`src/rtl/pinball_score_ctrl.sv`:
```
// Pinball score controller.
// Four scoring requesters are captured into a pending register and
// serviced one at a time, round-robin. Each service adds that
// requester's point value to a saturating 16-bit score. A small game
// FSM (IDLE/PLAY/OVER) tracks the balls left in the current game.
module pinball_score_ctrl #(
  parameter int unsigned PV0   = 100,
  parameter int unsigned PV1   = 250,
  parameter int unsigned PV2   = 500,
  parameter int unsigned PV3   = 1000,
  parameter int unsigned BALLS = 3
) (
  input  logic        MAX10_CLK1_50,
  input  logic        rst,
  input  logic        start,
  input  logic        drain,
  input  logic [3:0]  req,
  output logic [15:0] score,
  output logic [3:0]  grant,
  output logic [1:0]  balls_left,
  output logic [1:0]  state,
  output logic        missed
);

  typedef enum logic [1:0] {
    S_IDLE = 2'd0,
    S_PLAY = 2'd1,
    S_OVER = 2'd2,
    S_BAD  = 2'd3
  } state_e;

  state_e      state_q;
  logic [15:0] score_q;
  logic [3:0]  grant_q;
  logic [1:0]  balls_q;
  logic [3:0]  pend_q;
  logic [1:0]  rr_q;
  logic        missed_q;

  // Round-robin pick: first pending bit at rr, rr+1, ... (2-bit index wraps)
  logic       sel_vld;
  logic [1:0] sel_idx;
  logic [1:0] cand;
  always_comb begin
    sel_vld = 1'b0;
    sel_idx = 2'd0;
    cand    = 2'd0;
    for (int k = 0; k < 4; k++) begin
      cand = rr_q + 2'(k);
      if (!sel_vld && pend_q[cand]) begin
        sel_vld = 1'b1;
        sel_idx = cand;
      end
    end
  end

  // Point value of the selected requester
  logic [15:0] pts;
  always_comb begin
    pts = 16'd0;
    case (sel_idx)
      2'd0: pts = 16'(PV0);
      2'd1: pts = 16'(PV1);
      2'd2: pts = 16'(PV2);
      2'd3: pts = 16'(PV3);
      default: pts = 16'd0;
    endcase
  end

  // Saturating add: 17-bit sum, clamp on carry out
  logic [16:0] sum;
  logic [15:0] score_sat;
  always_comb begin
    sum       = {1'b0, score_q} + {1'b0, pts};
    score_sat = sum[16] ? 16'hFFFF : sum[15:0];
  end

  // Pending-register update: the granted bit is cleared, new hits set bits.
  // A hit on a bit that is already pending and not being serviced merges
  // into the existing request and is flagged as missed.
  logic [3:0] sel_oh;
  logic [3:0] pend_d;
  logic       miss_hit;
  always_comb begin
    sel_oh   = sel_vld ? (4'b0001 << sel_idx) : 4'b0000;
    pend_d   = (pend_q & ~sel_oh) | req;
    miss_hit = |(req & pend_q & ~sel_oh);
  end

  // Game FSM with registered outputs; reset overrides all inputs
  always_ff @(posedge MAX10_CLK1_50) begin
    if (rst) begin
      state_q  <= S_IDLE;
      score_q  <= 16'd0;
      grant_q  <= 4'd0;
      balls_q  <= 2'd0;
      pend_q   <= 4'd0;
      rr_q     <= 2'd0;
      missed_q <= 1'b0;
    end else begin
      case (state_q)
        S_IDLE, S_OVER: begin
          grant_q <= 4'd0;
          if (start) begin
            state_q  <= S_PLAY;
            score_q  <= 16'd0;
            balls_q  <= 2'(BALLS);
            pend_q   <= 4'd0;
            rr_q     <= 2'd0;
            missed_q <= 1'b0;
          end
        end
        S_PLAY: begin
          grant_q <= sel_oh;
          if (sel_vld) begin
            score_q <= score_sat;
            rr_q    <= sel_idx + 2'd1;
          end
          if (miss_hit) missed_q <= 1'b1;
          // A drain abandons everything still pending, after this edge's add
          if (drain) begin
            pend_q <= 4'd0;
            if (balls_q > 2'd1) balls_q <= balls_q - 2'd1;
            else                state_q <= S_OVER;
          end else begin
            pend_q <= pend_d;
          end
        end
        default: begin
          state_q <= S_IDLE;
          grant_q <= 4'd0;
        end
      endcase
    end
  end

  assign score      = score_q;
  assign grant      = grant_q;
  assign balls_left = balls_q;
  assign state      = state_q;
  assign missed     = missed_q;

endmodule

```
`config.mk`:
```
export PLATFORM = sky130hd
export DESIGN_NAME = pinball_score_ctrl
export DESIGN_NICKNAME = d
export VERILOG_FILES = /design/src/rtl/pinball_score_ctrl.sv
export SDC_FILE = /design/constraint.sdc
export NUM_CORES = 1
export LEC_CHECK = 0
export CAP_MARGIN = 20
export CORE_AREA = 2 2 64 66
export DETAILED_ROUTE_END_ITERATION = 8
export DIE_AREA = 0 0 66 68
export PLACE_DENSITY = 0.78
export SYNTH_ARGS = -nofsm -noshare
export SYNTH_HDL_FRONTEND = slang
export SYNTH_SLANG_ARGS = --single-unit
```
`constraint.sdc`:
```
create_clock -name MAX10_CLK1_50 -period 3.81 [get_ports MAX10_CLK1_50]
set_input_delay 0.9525 -clock MAX10_CLK1_50 [delete_from_list [all_inputs] [get_ports MAX10_CLK1_50]]
set_output_delay 0.9525 -clock MAX10_CLK1_50 [all_outputs]
set_load 0.05 [all_outputs]
```
### Word-level counts from Yosys, hierarchy flattened

Index checks and enable logic that the tools add are counted.
Widths: inputs -> output; s select.

| word-level totals | value |
|---|---|
| bits in registers | 31 |
| input port bits | 8 |
| output and inout bits | 25 |
| word-level logic and storage cells | 92 |

| operators by class | value |
|---|---|
| add/subtract/negate cells | 6 |
| magnitude comparators | 5 |
| equality and inequality tests | 11 |
| shifts and indexed selects | 1 |
| mux-type cells | 39 |
| bitwise operators | 6 |
| reduce and logical (&&, ||, !) cells | 17 |

Operators by type and width:

| kind | count |
|---|---|
| $pmux 16 s4 | 1 |
| $mux 16 | 3 |
| $pmux 16 s2 | 1 |
| $mux 2 | 12 |
| $add 16x16->17 | 1 |
| $and 4x4->4 | 3 |
| $lt 2x3->1 const B | 4 |
| $mux 4 | 3 |
| $ne 2x2->1 const B | 6 |
| $pmux 2 s2 | 3 |
| $mux 1 | 10 |
| $reduce_and 3->1 | 3 |
| $bmux 1 s2 | 4 |
| $pmux 4 s2 | 1 |
| $eq 2x2->1 const B | 3 |
| $add 2x1->2 const B | 2 |
| $add 2x2->2 const B | 2 |
| $eq 2x1->1 const B | 2 |
| $logic_not 2->1 | 2 |
| $not 4->4 | 1 |
| $or 4x4->4 | 1 |
| $reduce_and 4->1 | 1 |
| $reduce_or 2->1 | 2 |
| $reduce_or 4->1 | 1 |
| 9 further kinds | 13 |

### Depth between registers and ports, before layout

| depth | value |
|---|---|
| word-level depth | 19 |
| mapped depth | 13 |
| mapped depth without buffers | 13 |

### Least setup slack after synthesis

OpenSTA, ideal clock, no wires.

| timing | value |
|---|---|
| path kind | register to register |
| start point | register rr_q[1] |
| end point | register score_q[11] (netlist: score[11]) |
| data arrival time | 3.389 ns |
| required time | 3.733 ns |
| slack | 0.344 ns |
| cell stages (with the launch flop) | 13 |
| clock period less this slack | 3.466 ns |
| cell sequence | dfxtp_1 -> mux2i_1 -> nor2_1 -> nor3_1 -> inv_1 -> ha_1 -> or2_2 -> ha_1 -> o21ai_1 -> a21oi_2 -> o21ai_0 -> or4b_1 -> a41oi_2 |

| between the ends | value |
|---|---|
| word-level cells in the longest chain between the ends | 18 |

RTL lines:

| what | line | text |
|---|---|---|
| start, declared | 37 | `logic [1:0] rr_q;` |
| start signal, assigned | 117 | `rr_q <= sel_idx + 2'd1;` |
| branches (longest 18 deep; another with $add 2x1->2) | n/a |  |
| end signal, assigned | 116 | `score_q <= score_sat;` |
| end, declared | 33 | `logic [15:0] score_q;` |

Parallel ways; which one is timed is not known. The select of a mux whose other input is x is not followed.
A chain may end at the register's enable or synchronous reset.

### Worst setup path after layout

| timing | value |
|---|---|
| start point | register pend_q[0] |
| end point | register score_q[11] (netlist: score[11]) |

| between the ends | value |
|---|---|
| word-level cells in the longest chain between the ends | 18 |

RTL lines:

| what | line | text |
|---|---|---|
| start, declared | 36 | `logic [3:0] pend_q;` |
| start signal, assigned | 126 | `pend_q <= pend_d;` |
| $bmux 1 s2 | 50 | `if (!sel_vld && pend_q[cand]) begin` |
| $mux 1 (implied by the code) | 50 |  |
| $mux 1 | 50 |  |
| $logic_not 1->1 | 50 |  |
| $logic_and 1x1->1 | 50 |  |
| $mux 1 | 50 |  |
| $logic_not 1->1 | 50 |  |
| $logic_and 1x1->1 | 50 |  |
| (+2 left out) | n/a |  |
| $logic_and 1x1->1 | 50 |  |
| $mux 2 | 50 |  |
| $eq 2x2->1 (tied with other cells) | 61 | `case (sel_idx)` |
| $pmux 16 s4 | 61 |  |
| $add 16x16->17 | 74 | `sum = {1'b0, score_q} + {1'b0, pts};` |
| $mux 16 | 75 | `score_sat = sum[16] ? 16'hFFFF : sum[15:0];` |
| $mux 16 | 115 | `if (sel_vld) begin` |
| $pmux 16 s2 | 101 | `case (state_q)` |

Parallel ways exist; a longest one is shown, timed or not. The select of a mux whose other input is x is not followed.

==> impl_results.md <==
* Unique masters post-synth at 50
* Placer Congestion at 0.917
* Fraction of layout cells with a size suffix above 1 at 11.7%
* Number of global-route vias before repair at 1572
* Die H at 68 um
* Routed vias/inst at 5.72
* Final HPWL DP at 3.19 mm
* Fmax achieved at 298 MHz
* Yosys warns at 0
* Vias at 1757
* Outcome: completed
* Syn nets at 248
* Largest net degree at the start of global routing at 23
* Io pins at 33
* Hold Path Class: flop to flop
* Core Box Area at 0.00386 mm2
* Peak fanout along the critical path at 7
* RR Endpoint: score[11]$_SDFFE_PP0P_
* Synthesized flop and latch total at 31
* FF-to-FF Start: pend_q[0]$_SDFFE_PP0P_
* CP Launch Type: flop
* Clk pwr share at 42.1%
* Resize count post-CTS at 0
* Slew HR at 47.7%
* Input/output buffers at 32
* Total gr overflow at 0
* Worst R2R Path Depth at 13
* Initial antenna violation count at 0
* Crit path DAT at 3.56 ns
* Remaining DRCs at 0
* Leak pwr at 0.894 nW
* H-Tree Depth at 2
* Comb pwr share at 15.3%
* Final-report hold violation count at 0
* Nets at 279
* Synth Instances at 225
* CTS tree: built
* RSZ-0062 raised after global routing: false
* Ys flop type: dfxtp_1
* Slew @ Worst Pin at 0.782 ns
* Max-Cap Viols at 0
* Internal power at 0.587 mW
* CP Data Required Time at 4.01 ns
* First-pass GRT wire length at 7.31 mm
* Clk buf depth at 2
* Slowest stage delay, CP at 0.55 ns
* Cell Area, Placed at 0.00227 mm2
* Sequential Power Share at 42.7%
* Num CTS Buffers at 5
* Maximum vdd ir drop at 0.000216 V
* Hold path start: score[0]$_SDFFE_PP0P_
* # diodes at 0
* 1st-iter DRT viols at 107
* Post-route clock skew at 0.00703 ns
* Final setup vio count at 0
* # clock sinks at 31
* Latest clock arrival within the worst-skew pair at 0.28 ns
* Syn Area/Cell at 8.67 um2
* Register area share after synthesis at 31.8%
* Pwr Density at 333 mW/mm2
* Slew Viols, Final at 0
* Worst hold path depth at 2
* Wire per inst at 14.3 um
* Worst path slowest cell: or4b_1
* First-pass detailed-route iteration total at 4
* Post-synth EDFFs at 0
* Die area at 0.00449 mm2
* Net Sw Frac at 26.0%
* Post-synth ARST share at 0%
* Final WL at 4.40 mm
* Die X at 66 um
* Routed Antenna Nets at 0
* Syn-to-layout area delta at 22.2%
* Final Cell Area at 0.00238 mm2
* Mapped cell area at 0.00195 mm2
* Initial Utilization at 50.6%
* Setup Buffers After CTS at 0
* Min cycle time layout at 3.36 ns
* Critical path class: flop to flop
* Crit-path cells: a21oi_1 > o21a_1 > o22a_1 > inv_1 > ha_1 > ha_1 > inv_1 > fa_1 > nor2b_1 > o21a_1 > o21ai_0 > or4b_1 > a41oi_2
* Hold endpoint: score[0]$_SDFFE_PP0P_
* Hold-fix buffers, CTS at 0
* Sw Pwr at 0.207 mW
* Core Rows at 23
* Endpoint type of the worst setup path: flop
* Fin crit share at 88.2%
* Setup TNS at 0 ns
* R2R setup slack at 0.45 ns
* Clk root buf: clkbuf_8
* Global Route Usage Sum at 21.3%
* Clock transition at path regs at 0.06 ns
-- sequential cells by signal, indices dropped and copies added, names as in the netlist --
name and cells:
grant 4, state 2, balls_left 2, rr_q 2, score 16, pend_q 4, missed 1
-- cell usage in the layout, fill, tap and decap left out, drive strengths merged, types with 2 or more instances in the layout --
cell,synthesis,final
a211oi,3,3
a21oi,20,20
a31oi,12,12
a41oi,2,2
buf,8,2
clkbuf,2,6
clkdlybuf4s50,0,32
dfxtp,31,31
ha,14,14
inv,10,10
mux2i,4,4
nand2,16,16
nand2b,6,6
nand3,14,14
nand3b,2,2
nor2,18,18
nor2b,4,4
nor3,9,9
nor3b,5,5
o211ai,2,2
o21a,4,4
o21ai,13,13
o31a,2,2
or3,7,7
or4,2,2
-- cells in the mapped netlist, drive strengths merged (2+ instances only) --
master   n  area [um2]
a31oi   12         113
mux2i    4        40.0
or4      2        15.0
o21ai   13        65.1
nand2b   6        37.5
o211ai   2        15.0
o31a     2        17.5
buf      8        75.1
nor3b    5        37.5
nor3     9        45.0
a41oi    2        25.0
ha      14         175
clkbuf   2        7.51
a211oi   3        22.5
nor2    18        83.8
nand3b   2        15.0
o21a     4        30.0
nand3   14        70.1
nor2b    4        25.0
dfxtp   31         621
nand2   16        65.1
or3      7        48.8
inv     10        37.5
a21oi   20         119
-- cell families (layout without fill, tap and decap cells) --
logic type / count (synthesis) / in the layout / share of synthesized area [%]
AND/OR/NAND/NOR: 89 / 89 / 25.3
AO/OA/AOI/OAI: 65 / 65 / 24.2
flip-flops: 31 / 31 / 31.8
buffers and inverters: 20 / 52 / 6.15
adder cells (fa/ha/maj): 15 / 15 / 10.0
multiplexers: 4 / 4 / 2.05
XOR/XNOR: 1 / 1 / 0.449
-- layout make-up --
| type | count | area, um2 |
|---|---|---|
| repair buffers | 34 | 335 |
| flip-flops and latches | 31 | 621 |
| multi-input cells | 174 | 1210 |
| inverters | 10 | 37.5 |
| fillers | 355 | 1470 |
| clock buffers | 6 | 82.6 |
| clock inverters | 2 | 35.0 |
| well taps | 50 | 62.6 |
-- worst max path at each step --
stage / startpoint / to / slack, ns / cells after the start
floorplan: rr_q[1]$_SDFFE_PP0P_ / score[11]$_SDFFE_PP0P_ / 0.34 / 12
global placement: rr_q[1]$_SDFFE_PP0P_ / score[11]$_SDFFE_PP0P_ / 0.61 / 13
detailed placement: rr_q[1]$_SDFFE_PP0P_ / score[11]$_SDFFE_PP0P_ / 0.50 / 13
CTS: rr_q[1]$_SDFFE_PP0P_ / score[11]$_SDFFE_PP0P_ / 0.47 / 13
global route: rr_q[1]$_SDFFE_PP0P_ / score[11]$_SDFFE_PP0P_ / 0.24 / 13
finish: pend_q[0]$_SDFFE_PP0P_ / score[11]$_SDFFE_PP0P_ / 0.45 / 13
-- stage by stage --
stage | power (mW) | setup slack, ns | instances | utilization [%] | hold WS (ns)
finish | 0.794 | 0.450 | 307 | 61.8 | 0.482
detailed placement | 0.467 | 0.502 | 299 | 58.8 | 0.474
global route | 0.827 | 0.237 | 307 | 61.8 | 0.513
floorplan | 0.433 | 0.344 | 225 | - | 0.492
CTS | 0.800 | 0.465 | 307 | 61.8 | 0.488
global placement | 0.465 | 0.613 | 299 | 58.8 | 0.463
-- critical path, delay by kind of cell, from the launching register on --
kind | cells | cell delay [ns]
AOI/OAI and AO/OA | 6 | 1.18
adders and majority gates | 3 | 0.72
buffers and inverters | 2 | 0.20
DFF | 1 | 0.45
and+or+nand+nor | 2 | 0.74
-- power groups by stage --
stage          clock (mW)  combinational, mW  sequential (mW)
6_report            0.334              0.121            0.339
5_1_grt             0.355              0.133            0.340
4_1_cts             0.339              0.122            0.339
3_5_place_dp            0              0.121            0.346
3_3_place_gp            0              0.119            0.346
2_1_floorplan           0             0.0706            0.363
-- per-layer routing --
metal,track usage [%],vias up,wire length (um)
li1,-,885,-
met1,27.9,811,2010
met2,34.8,54,2050
met3,4.44,7,282
met4,7.65,0,62
met5,0,-,0
(Power assumes the default switching activity.)
